--- config.mk ---
export PLATFORM = sky130hd
export DESIGN_NAME = multu_ctl
export DESIGN_NICKNAME = d
export VERILOG_FILES = /design/src/rtl/multu_ctl.sv
export SDC_FILE = /design/constraint.sdc
export NUM_CORES = 1
export LEC_CHECK = 0
export BUFFER_PORTS_ARGS = -buffer_cell sky130_fd_sc_hd__buf_2
export CAP_MARGIN = 20
export CORE_ASPECT_RATIO = 1.1
export CORE_MARGIN = 8
export CORE_UTILIZATION = 50
export DETAILED_ROUTE_END_ITERATION = 10
export GPL_TIMING_DRIVEN = 0
export PLACE_DENSITY = 0.68
export RECOVER_POWER = 25
export SETUP_SLACK_MARGIN = 0.5
export SLEW_MARGIN = 25
export SYNTH_ARGS = -nofsm -noshare
export SYNTH_HDL_FRONTEND = slang
export SYNTH_SLANG_ARGS = --single-unit
--- constraint.sdc ---
create_clock -name clk -period 5.8 [get_ports clk]
set_clock_uncertainty 0.05 [all_clocks]
set_input_delay 1.45 -clock clk [delete_from_list [all_inputs] [get_ports clk]]
set_output_delay 1.45 -clock clk [all_outputs]
set_load 0.01 [all_outputs]
--- src/rtl/multu_ctl.sv ---
// multu_ctl: iterative shift-add unsigned multiplier with HI/LO registers,
// mfhi/mflo read mux and a pipeline stall request while the multiply runs.
module multu_ctl #(
    parameter int WIDTH = 32
) (
    input  logic             clk,
    input  logic             rst,
    input  logic             start,
    input  logic [WIDTH-1:0] a,
    input  logic [WIDTH-1:0] b,
    input  logic [1:0]       rd_sel,
    output logic             busy,
    output logic             done,
    output logic             stall,
    output logic [WIDTH-1:0] hi,
    output logic [WIDTH-1:0] lo,
    output logic [WIDTH-1:0] hilo_out
);
    localparam int CW = $clog2(WIDTH) + 1;
    typedef enum logic [1:0] {IDLE, RUN, DONE} state_t;
    state_t             state_q;
    logic [2*WIDTH-1:0] mcand_q, product_q, product_d;
    logic [WIDTH-1:0]   mplier_q, hi_q, lo_q;
    logic [CW-1:0]      count_q;
    logic               last;
    assign product_d = product_q + (mplier_q[0] ? mcand_q : '0);
    assign last      = count_q == CW'(WIDTH - 1);
    // the final step's sum goes straight into HI/LO so done and the result coincide
    always_ff @(posedge clk) begin
        if (rst) begin
            state_q   <= IDLE;
            mcand_q   <= '0;
            product_q <= '0;
            mplier_q  <= '0;
            count_q   <= '0;
            hi_q      <= '0;
            lo_q      <= '0;
        end else if (state_q == RUN) begin
            product_q <= product_d;
            mcand_q   <= mcand_q << 1;
            mplier_q  <= mplier_q >> 1;
            count_q   <= count_q + CW'(1);
            if (last) begin
                state_q      <= DONE;
                {hi_q, lo_q} <= product_d;
            end
        end else if (start) begin
            state_q   <= RUN;
            mcand_q   <= {{WIDTH{1'b0}}, a};
            mplier_q  <= b;
            product_q <= '0;
            count_q   <= '0;
        end else begin
            state_q <= IDLE;
        end
    end
    assign busy     = state_q == RUN;
    assign done     = state_q == DONE;
    assign stall    = busy & (rd_sel == 2'b01 | rd_sel == 2'b10 | start);
    assign hi       = hi_q;
    assign lo       = lo_q;
    assign hilo_out = rd_sel == 2'b01 ? hi_q : rd_sel == 2'b10 ? lo_q : '0;
endmodule

# Yosys cells after proc, flatten, opt, wreduce, memory -nomap -nowiden
# Index checks and enable logic that the tools add are counted.
[classes]
n_reduce_logical = 3
n_eq_ne = 6
bitwise_logic = 3
n_mux = 14
n_addsub = 2
[ops]
columns = ["operator", "count"]
rows = [
  ["2-to-1 mux 64 bit", 5],
  ["adder 64 bit", 1],
  ["2-to-1 mux 32 bit", 2],
  ["2-to-1 mux 31 bit", 2],
  ["2-to-1 mux 6 bit", 2],
  ["adder 6 x 1 -> 6 bit (second input constant)", 1],
  ["equality test 6 x 5 -> 1 bit (second input constant)", 1],
  ["equality test 2 x 1 -> 1 bit (second input constant)", 2],
  ["equality test 2 bit (second input constant)", 2],
  ["2-to-1 mux 2 bit", 2],
  ["inequality test 2 x 1 -> 1 bit (second input constant)", 1],
  ["OR 1 bit", 2],
  ["AND reduction 2 bit", 1],
  ["nonzero test 2 bit", 1],
  ["OR reduction 2 bit", 1],
  ["AND 1 bit", 1],
  ["2-to-1 mux 1 bit", 1],
]
[word_totals]
regBits = 232
output_inout_bits = 99
word_cells = 37

# Logic depth before layout (Yosys ltp)
[logic_depth]
ltp_word = 4
depth_mapped = 15
depth_no_buf = 12

# Least setup slack after synthesis
# Ideal clock, no wire load.
[synth_path]
path_type = "input port to output port"
from = "in rd_sel[1]"
to = "out hilo_out[10]"
path_stages = 6
setup_slack_ns = 1.969
arrival_ns = 2.331
cell_sequence = "inv_1 -> ha_1 -> clkbuf_1 -> clkbuf_1 -> nand2_1 -> o21ai_0"
[synth_via]
elab_chain_len = 3
elab_cells_between_ends = 4
cone_classes = "eq/ne (2); mux (2)"
[synth_lines]
columns = ["item", "line", "text"]
rows = [
  ["from (decl)", "11", "input logic [1:0] rd_sel,"],
  ["equality test 2 bit", "62", "assign hilo_out = rd_sel == 2'b01 ? hi_q : rd_sel == 2'b10 ? lo_q : '0;"],
  ["2-to-1 mux 32 bit", "62", ""],
  ["2-to-1 mux 32 bit *", "62", ""],
  ["to (decl)", "17", "output logic [WIDTH-1:0] hilo_out"],
]
# Every way passes the cells marked *; elsewhere a longest branch is shown, timed or not.

# Worst setup path in the final report
# Ends and elaborated chain as after synthesis.

==> impl_results.md <==
- Gate Count Post-Synth: 1765
- Iter 0 DRT Violations: 1092
- Reg2reg start: mplier_q[0]
- Setup violators final: 0
- Area leader, netlist: dfxtp_1
- Setup TNS: 0 ns
- Vias in the first global route: 13800
- Worst Max-Slew Pin Slew: 1.01 ns
- Syn Area/Cell: 7.82 um2
- Critical Path Fanout Max: 10
- NetSw: 0.952 mW
- Full die area: 0.0332 mm2
- Wire length per cell: 21.4 um
- Initial antenna violation count: 1
- Num CTS Buffers: 27
- Ant. Diodes: 0
- Reg power frac: 0.444
- Leakage: 7.10 nW
- Hold Crit Depth: 2
- # H-tree levels: 1
- Max rail drop VDD: 0.000244 V
- Filler cells: 2604
- Endpoint class of the critical path: primary output
- Ys flop type: dfxtp_1
- Slowest CP cell: clkbuf_1
- Pwr Density: 236 mW/mm2
- Clock share of power: 0.470
- # hold bufs at CTS: 0
- FF+latch count, synth: 232
- Layout cells sized above 1: 0.0863
- Post-DP HPWL: 39200 um
- Drt drc: 0
- Post-CTS setup buffers: 0
- Layout Area Growth over Synthesis: 15.3%
- Ys async rst share: 0
- Vias per cell: 5.97
- Core footprint: 0.0270 mm2
- Largest net degree at the start of global routing: 13
- First-pass GRT wire length: 77100 um
- Design Power: 3.75 mW
- WP data arrival: 3.28 ns
- Top Ports: 168
- Worst path max stage delay: 0.50 ns
- Hold path start: product_q[58]
- Site Rows: 63
- CTS Root Cell: clkbuf_16
- Cells resized by post-CTS repair: 0
- Register area share after synthesis: 0.337
- Power Internal: 2.80 mW
- Crit start category: primary input
- CTS Sinks: 232
- Worst-skew pair later-pin latency: 0.55 ns
- Post-synthesis instance area: 0.0138 mm2
- FF-to-FF path depth: 13
- End of the worst hold path: product_q[58]
- Final period util: 0.825
- Logic pwr share: 0.086
- Nets: 2098
- Gr usage total: 0.289
- Reg2reg setup slack: 1.06 ns
- Die X: 174 um
- Maximum buffer depth of the clock tree: 3
- Drt total wl: 50000 um
- Antenna-violating nets left: 0
- Worst rel slew slack: 0.327
- Max-slew violations: 0
- Fmax: 209 MHz
- Mapped Nets: 1901
- Clk slew on worst S/H paths: 0.06 ns
- Status: finished, final reports clean
- Port bufs: 167
- Yosys cell types: 79
- CTS tree: built
- Vias: 14000
- GR Overflow Total: 0
- Reg-to-Reg End: hi[18]
- Critical path cell sequence: buf_2, inv_1, ha_1, clkbuf_1, clkbuf_1, nand2_1, o21ai_0, buf_2
- DIE HEIGHT: 190 um
- TritonRoute pass-1 iters: 6
- Yosys top cell area share: 0.337
- Switching Fraction: 0.254
- Placer Congestion: 0.970
- Post-synth EDFFs: 0
- Min-delay worst type: reg -> reg
- Initial Util: 0.510
- CP Data Required Time: 4.30 ns
- Yosys warning count: 0
- Area contributors post-synth: dfxtp_1 (34%), a21oi_1 (6.5%), nand2_1 (6.1%), ha_1 (6.0%), mux2i_1 (5.3%)
- Min Tclk post-route: 4.78 ns
- Fin. Hold Viols: 0
- Max-cap violation count: 0
- Critical Setup Path Class: in -> out
- RSZ-0062 raised after global routing: no
## stage by stage
| stage | cells | worst slack (ns) | utilization | hold slack, ns | area, um2 |
|---|---|---|---|---|---|
| 6_report | 2339 | 1.02 | 0.589 | 0.414 | 15900 |
| 5_1_grt | 2339 | 0.762 | 0.589 | 0.450 | 15900 |
| 4_1_cts | 2339 | 1.06 | 0.592 | 0.419 | 16000 |
| 3_5_place_dp | 2290 | 1.07 | 0.558 | 0.399 | 15100 |
| 3_3_place_gp | 2289 | 1.06 | 0.558 | 0.393 | 15100 |
| 2_1_floorplan | 1765 | 1.97 | - | 0.382 | 13800 |
## cells by family (layout without fill, tap and decap cells)
group | after synthesis | count (layout) | synth area share
buffers and inverters | 154 | 371 | 0.0440
AO/OA/AOI/OAI | 512 | 512 | 0.239
flip-flops | 232 | 232 | 0.337
adder cells (fa/ha/maj) | 67 | 67 | 0.0613
XOR/XNOR | 51 | 51 | 0.0324
multiplexers | 73 | 73 | 0.0530
AND/OR/NAND/NOR | 676 | 676 | 0.233
## worst max path at each step
stage	start	end	depth (start not counted)
after floorplan	rd_sel[1]	hilo_out[10]	6
after global placement	mplier_q[0]	hi[18]	13
after detailed placement	mplier_q[0]	hi[18]	13
after CTS	mplier_q[0]	hi[18]	13
after global routing	mplier_q[0]	hi[18]	13
final	rd_sel[1]	hilo_out[10]	8
## layout by cell type (no fill, tap or decap), drive strengths merged, types with 26 or more instances in the layout
master	synthesis	routed
mux2i	73	73
and2	68	68
a21o	48	48
clkbuf	100	209
xor2	26	26
a211oi	71	71
nand4	27	27
nor2	179	179
dfxtp	232	232
nand3	34	34
and3	78	78
a21oi	179	179
buf	31	131
nand2	225	225
ha	66	66
nor3	26	26
o21ai	92	92
## power groups by stage
| stage | logic, mW | registers [mW] | clock network, mW |
|---|---|---|---|
| after floorplan | 0.203 | 1.69 | 0 |
| after global placement | 0.314 | 1.70 | 0 |
| after detailed placement | 0.318 | 1.70 | 0 |
| after CTS | 0.320 | 1.67 | 1.77 |
| after global routing | 0.351 | 1.67 | 1.84 |
| final | 0.323 | 1.67 | 1.76 |
## state kept, by name (all words and copies together), names as in the netlist
register   count
product_q     64
lo            32
count_q        6
state_q        2
mplier_q      32
mcand_q       64
hi            32
## worst max-delay path: cells and delay by family
kind            cells  cell delay [ns]
simple gates        1             0.26
compound gates      1             0.15
buf+inv             5             1.29
fa+ha+maj           1             0.12
## layout make-up
cell class | instances | area, um2 | area share
plain buffers | 131 | 520 | 0.0327
clock buffers | 41 | 778 | 0.0489
clock inverters | 8 | 126 | 0.00794
inverters | 23 | 86.3 | 0.00542
multi-input cells | 1379 | 8550 | 0.537
flip-flops and latches | 232 | 4640 | 0.292
well taps | 357 | 447 | 0.0281
repair buffers | 168 | 761 | 0.0478
## cells in the mapped netlist, types with 3 or more instances
master / count
dfxtp_1: 232
ha_1: 66
inv_1: 21
a31oi_1: 7
a21o_1: 48
o211ai_1: 17
a22oi_1: 3
buf_2: 8
nor3_1: 25
o31ai_1: 6
or3_1: 6
xnor2_1: 25
nor4_1: 3
o21a_1: 12
nand3b_1: 3
mux2i_1: 73
and2_1: 68
and3_1: 78
a21boi_0: 4
nand2_1: 225
a211o_1: 3
and4_1: 3
o311ai_0: 3
o21bai_1: 13
nand4_1: 26
nand3_1: 34
a311o_1: 3
nor2b_1: 5
nor2_1: 179
clkbuf_1: 100
a22o_1: 16
a32o_1: 4
xor2_1: 26
o221ai_1: 4
buf_4: 3
o21ai_0: 89
a21oi_1: 179
o21ai_1: 3
or4_1: 6
buf_1: 19
a211oi_1: 70
## routing by layer
metal	wire length [um]	part of all wire	vias to the layer above	global-route usage
met5	0	0	-	0
met4	2420	0.048	0	0.139
met3	3100	0.062	133	0.0418
met2	23500	0.47	490	0.494
met1	20900	0.42	6608	0.354
li1	-	-	6722	-
(Power assumes the default switching activity.)
